===== src/rtl/mapper_zemina_multi_pkg.sv =====
// Shared types and constants for the Zemina multicart mapper family.
// Page geometry and the common bank-register reload values live here.
package mapper_zemina_multi_pkg;

  typedef enum logic [1:0] {
    ZV_80   = 2'd0,
    ZV_90   = 2'd1,
    ZV_126  = 2'd2,
    ZV_NONE = 2'd3
  } zemina_variant_t;

  localparam int PAGE_8K_W  = 13;
  localparam int PAGE_16K_W = 14;

  // 0,1,2,3 is a valid start state for every variant: Z90in1 only looks at b0 (ctrl = 00h).
  localparam logic [3:0][7:0] BANK_INIT = {8'd3, 8'd2, 8'd1, 8'd0};

endpackage


===== src/rtl/mapper_wr_edge.sv =====
// Rising-edge detector for a qualified bus write: one commit pulse per write,
// however long the strobe is held. Reset to 1 so a strobe still high after reset is ignored.
module mapper_wr_edge (
  input  logic i_clk,
  input  logic i_rst,
  input  logic i_qual,
  output logic o_commit
);

  logic r_prev;

  always_ff @(posedge i_clk or posedge i_rst) begin
    if (i_rst) r_prev <= 1'b1;
    else       r_prev <= i_qual;
  end

  assign o_commit = i_qual & ~r_prev;

endmodule


===== src/rtl/mapper_zemina_multi.sv =====
// Zemina 80-in-1 / 90-in-1 / 126-in-1 multicart mapper: bank registers plus
// combinational translation of slot addresses 4000h..BFFFh into flat ROM addresses.
module mapper_zemina_multi
  import mapper_zemina_multi_pkg::*;
#(
  parameter int          ADDR_W  = 27,
  parameter logic [7:0]  IO_PORT = 8'h77
) (
  input  logic              clk,
  input  logic              reset,
  input  logic [1:0]        variant,
  input  logic              cs,
  input  logic [15:0]       cpu_addr,
  input  logic [7:0]        cpu_data,
  input  logic              cpu_mreq,
  input  logic              cpu_iorq,
  input  logic              cpu_wr,
  input  logic              cpu_rd,
  input  logic [ADDR_W-1:0] rom_base,
  input  logic [ADDR_W-1:0] rom_mask,
  output logic [ADDR_W-1:0] out_addr,
  output logic              out_rom_cs,
  output logic              out_ram_cs
);

  logic [3:0][7:0]   r_bank;
  zemina_variant_t   r_variant;
  zemina_variant_t   w_var;
  logic              w_dec;
  logic              w_qual;
  logic              w_commit;
  logic              w_mapped;
  logic [1:0]        w_widx;
  logic [7:0]        w_z90_bank;
  logic [7:0]        w_page_bank;
  logic [21:0]       w_offset;
  logic [ADDR_W-1:0] w_offset_ext;

  assign w_var = zemina_variant_t'(variant);

  always_comb begin
    w_dec  = 1'b0;
    w_widx = 2'd0;
    case (w_var)
      ZV_80: begin
        w_dec  = cs & cpu_mreq & (cpu_addr[15:2] == 14'h1000);
        w_widx = cpu_addr[1:0];
      end
      ZV_126: begin
        w_dec  = cs & cpu_mreq & (cpu_addr[15:1] == 15'h2000);
        w_widx = {1'b0, cpu_addr[0]};
      end
      // The 90-in-1 control port is decoded on the I/O bus, independent of the slot select.
      ZV_90:   w_dec = cpu_iorq & (cpu_addr[7:0] == IO_PORT);
      default: w_dec = 1'b0;
    endcase
  end

  assign w_qual = w_dec & cpu_wr;

  mapper_wr_edge u_wr_edge (
    .i_clk    (clk),
    .i_rst    (reset),
    .i_qual   (w_qual),
    .o_commit (w_commit)
  );

  // The variant copy resets to Z80in1; the bank reset values suit every variant anyway.
  always_ff @(posedge clk or posedge reset) begin
    if (reset) begin
      r_variant <= ZV_80;
      r_bank    <= BANK_INIT;
    end else if (w_var != r_variant) begin
      r_variant <= w_var;
      r_bank    <= BANK_INIT;
    end else if (w_commit) begin
      r_bank[w_widx] <= cpu_data;
    end
  end

  assign w_z90_bank = {2'b00, r_bank[0][5:0]};

  always_comb begin
    w_page_bank = 8'd0;
    w_offset    = 22'd0;
    case (w_var)
      ZV_80: begin
        // 4000h/6000h/8000h/A000h -> page 0..3 is {A15, A13} inside the window.
        w_page_bank = r_bank[{cpu_addr[15], cpu_addr[13]}];
        w_offset    = {1'b0, w_page_bank, cpu_addr[PAGE_8K_W-1:0]};
      end
      ZV_126: begin
        w_page_bank = r_bank[{1'b0, cpu_addr[15]}];
        w_offset    = {w_page_bank, cpu_addr[PAGE_16K_W-1:0]};
      end
      ZV_90: begin
        case (r_bank[0][7:6])
          2'b10:   w_page_bank = cpu_addr[15] ? (w_z90_bank | 8'h01) : (w_z90_bank & 8'hFE);
          2'b11:   w_page_bank = cpu_addr[15] ? (w_z90_bank & 8'hFE) : (w_z90_bank | 8'h01);
          default: w_page_bank = w_z90_bank;
        endcase
        w_offset = {w_page_bank, cpu_addr[PAGE_16K_W-1:0]};
      end
      default: begin
        w_page_bank = 8'd0;
        w_offset    = 22'd0;
      end
    endcase
  end

  assign w_offset_ext = {{(ADDR_W-22){1'b0}}, w_offset};
  assign w_mapped     = cs & cpu_mreq & (w_var != ZV_NONE) &
                        ((cpu_addr[15:14] == 2'b01) || (cpu_addr[15:14] == 2'b10));

  assign out_addr   = w_mapped ? (rom_base + (w_offset_ext & rom_mask)) : {ADDR_W{1'b1}};
  assign out_rom_cs = w_mapped & cpu_rd & ~cpu_wr;
  assign out_ram_cs = 1'b0;

endmodule


===== config.mk =====
export PLATFORM = sky130hd
export DESIGN_NAME = mapper_zemina_multi
export DESIGN_NICKNAME = d
export VERILOG_FILES = /design/src/rtl/mapper_zemina_multi_pkg.sv /design/src/rtl/mapper_wr_edge.sv /design/src/rtl/mapper_zemina_multi.sv
export SDC_FILE = /design/constraint.sdc
export NUM_CORES = 1
export LEC_CHECK = 0
export ABC_AREA = 1
export BUFFER_PORTS_ARGS = -buffer_cell sky130_fd_sc_hd__buf_2
export CORE_MARGIN = 4
export CORE_UTILIZATION = 50
export DETAILED_ROUTE_END_ITERATION = 12
export PLACE_DENSITY = 0.78
export SKIP_CTS_REPAIR_TIMING = 1
export SYNTH_ARGS = -nofsm -noshare
export SYNTH_HDL_FRONTEND = slang
export SYNTH_SLANG_ARGS = --single-unit

===== constraint.sdc =====
create_clock -name clk -period 5.6 [get_ports clk]
set_input_delay 0 -clock clk [delete_from_list [all_inputs] [get_ports clk]]
set_output_delay 0 -clock clk [all_outputs]
set_load 0.02 [all_outputs]

==> metrics.txt <==
PnR worst setup slack=2.13 ns; boundary pin count=116; critical path depth=20; peak ir drop on the vdd network=0.189 mV; Slew Limit Fails=0; Die W=96.4 um; post-CTS clock slew at the launch and capture registers of the worst setup and hold paths=0.06 ns; average wire per standard cell=14.1 um; unrepaired setup endpoints after global routing=no; relative area change from synthesis to final layout=19.4%; antenna viol nets, final=0; CP most frequent cell=sky130_fd_sc_hd__nand2_1; biggest area consumer among synthesized cells=sky130_fd_sc_hd__dfrtp_1; Area contributors post-synth=sky130_fd_sc_hd__dfrtp_1 (19%), sky130_fd_sc_hd__nand2_1 (17%), sky130_fd_sc_hd__inv_1 (8.7%); number of register bits inferred by synthesis=35; share of synthesized area occupied by flip-flops and latches=22.6%; MaxCap Viol Count=0; type of element capturing the critical path=output port; clock tree from TritonCTS=yes; overall routing resource usage=26.9%; total wire length after detailed routing=12200 um; Final min period=3.47 ns; global-route wire length before repair=20000 um; number of antenna cells inserted=0; filler instances=754; worst reg2reg setup slack=3.63 ns; total of endpoints with negative setup slack in the final report=0; outcome=finished, final reports clean; total grt overflow=0; Die H=96.4 um; Worst EP required=5.60 ns; number of input and output port buffers inserted=109; cell area after synthesis=0.00390 sq mm; Sink Count=35; worst slack after detailed placement=2.60 ns; Worst setup endpoint=out_addr[16]; starting utilization of the core area=52.7%; number of placement rows=31; Cell Chain, Critical Path=dlygate4sd3_1, buf_2, nand2_1, inv_1, nor2_1, ha_1, inv_1, fa_1, inv_1, nand2_1, o21ai_0, nand2_1, nand2_1, nand2_1, nand2_1, a21oi_1, nor2_1, nor2_1, nand2_1, buf_2; Tot Pwr=671 uW; slowest cell on the critical path=sky130_fd_sc_hd__dlygate4sd3_1; Final Skew=0.00526 ns; Crit Reg-Reg Startpoint=r_variant[0]; Worst R2R End=r_bank[20]; placeable core region=0.00741 sq mm; DRC violations left=0; maximum number of pins on one net before global-route repair=36; Top Family by Delay on Critical Path=buffers and inverters; leak pwr=2.56 nW; list of most frequent post-synthesis cells=sky130_fd_sc_hd__nand2_1 (180), sky130_fd_sc_hd__inv_1 (91), sky130_fd_sc_hd__nor2_1 (89); gpl congestion=0.964; number of CTS-inserted buffers=5; type of origin of the critical path=primary input; pwr dens=144 mW/mm^2; initial antenna violation count=0; number of global-route vias before repair=4476; worst min-delay path class=in2reg; critical path's largest stage delay=0.53 ns; Gate Count Post-Synth=659; count of final hold-check violations=0; most frequently used flop master after synthesis=sky130_fd_sc_hd__dfrtp_1; CP Max Fanout=13; Achievable Freq=0.288 GHz; number of vias per cell after detailed routing=5.39; clock insertion delay at the later pin of the skew report=0.29 ns; post-synthesis area per instance=5.93 sq um; Period Utilization, post-route=62.0%; max-slew headroom at the worst pin=49.8%; Worst Reg-to-Reg Cells=7; share of flip-flops with an asynchronous set or reset after synthesis=100%; drt initial violations=191; worst path arrival time=3.47 ns; HPWL after DPL=10300 um; Post-synth EDFFs=0; total number of nets in the final design=878; Critical path buffers and inverters=6; kind of critical path=in2out; worst-case clock buffer depth=2; portion of synthesized cell area occupied by the leading cell type=19.2%; Synth cell types=38; start point of the critical path=variant[0]; total number of H-tree levels=2; Root Buffer Master=sky130_fd_sc_hd__clkbuf_8; actual transition at the worst max-transition pin=0.752 ns; Warnings, synthesis=0; share of final-layout standard cells stronger than drive strength 1=18.4%; routed vias=4669; cell with the most instances after synthesis=sky130_fd_sc_hd__nand2_1; total negative slack for setup checks=0 ns; Total Die Area=0.00929 sq mm; length of the first detailed-routing pass in iterations=5; synthesized net count=770
[per-stage QoR]
stage	hold slack, ns	cell area [sq um]	std cells	util [%]
after floorplan	0.0798	3910	659	-
after global placement	0.105	4530	854	61.1
after detailed placement	0.113	4530	854	61.1
after CTS	-0.197	4610	862	62.3
after global routing	0.0646	4660	867	62.9
final	0.0450	4660	867	62.9
[worst reg2reg max path: cells and delay by family, from the launching register on]
family | cells | cell delay, ns
xor gates and xnor gates | 1 | 0.13
DFF | 1 | 0.37
and+or+nand+nor | 4 | 0.61
buffers and inverters | 2 | 0.80
[layer usage]
metal | track usage [%] | wire length (um) | vias to the layer above
li1 | - | - | 2364
met1 | 32.5 | 4820 | 2091
met2 | 49.6 | 6270 | 184
met3 | 2.32 | 796 | 30
met4 | 9.70 | 323 | 0
met5 | 0 | 0 | -
[cells in the final DEF, fill, tap and decap left out, types with 5 or more instances in the layout]
cell type                       instances
sky130_fd_sc_hd__nand2_1              180
sky130_fd_sc_hd__buf_2                109
sky130_fd_sc_hd__inv_1                 91
sky130_fd_sc_hd__nor2_1                89
sky130_fd_sc_hd__nand3_1               55
sky130_fd_sc_hd__a21oi_1               53
sky130_fd_sc_hd__o21ai_0               42
sky130_fd_sc_hd__dfrtp_1               30
sky130_fd_sc_hd__ha_1                  23
sky130_fd_sc_hd__nor3_1                 9
sky130_fd_sc_hd__nand4_1                9
sky130_fd_sc_hd__o211ai_1               9
sky130_fd_sc_hd__a21boi_0               8
sky130_fd_sc_hd__o21bai_1               6
sky130_fd_sc_hd__or2_2                  5
sky130_fd_sc_hd__clkbuf_8               5
sky130_fd_sc_hd__dlygate4sd3_1          5
sky130_fd_sc_hd__dfstp_2                5
[sequential cells by signal, summed over array words and instances (netlist names)]
register          count
r_bank               32
r_variant             2
u_wr_edge.r_prev      1
[cell families after synthesis]
group / after synthesis / share of synthesized area, %
AOI/OAI and AO/OA: 132 / 19.6
xor gates and xnor gates: 2 / 0.449
adders and majority gates: 24 / 7.88
buffers and inverters: 110 / 10.7
DFF: 35 / 22.6
other: 1 / 0.0960
and+or+nand+nor: 355 / 38.7
[area by class of cell]
cell class	instances	area, sq um	area share, %
Clock buffer	5	68.8	1.48
Clock inverter	3	15.0	0.322
Inverter	95	357	7.65
Multi-Input combinational cell	514	2610	55.9
Sequential cell	35	882	18.9
Tap cell	99	124	2.66
Timing Repair Buffer	116	611	13.1
[power by group]
part	total, mW	switching (mW)	internal, mW
clock network	0.173	0.0879	0.0849
logic	0.235	0.154	0.0817
registers	0.263	0.00312	0.260
total	0.671	0.245	0.426
[worst min-delay path by stage]
stage | from | end | depth (start not counted) | slack [ns]
3_3_place_gp | reset | r_variant[0] | 3 | 0.11
2_1_floorplan | cpu_wr | out_rom_cs | 1 | 0.08
5_1_grt | cpu_data[6] | r_bank[6] | 5 | 0.06
4_1_cts | reset | r_bank[10] | 3 | -0.20
6_report | cpu_data[1] | r_bank[25] | 5 | 0.04
3_5_place_dp | reset | r_variant[1] | 3 | 0.11
No activity file was read; power rests on OpenSTA's default activity.
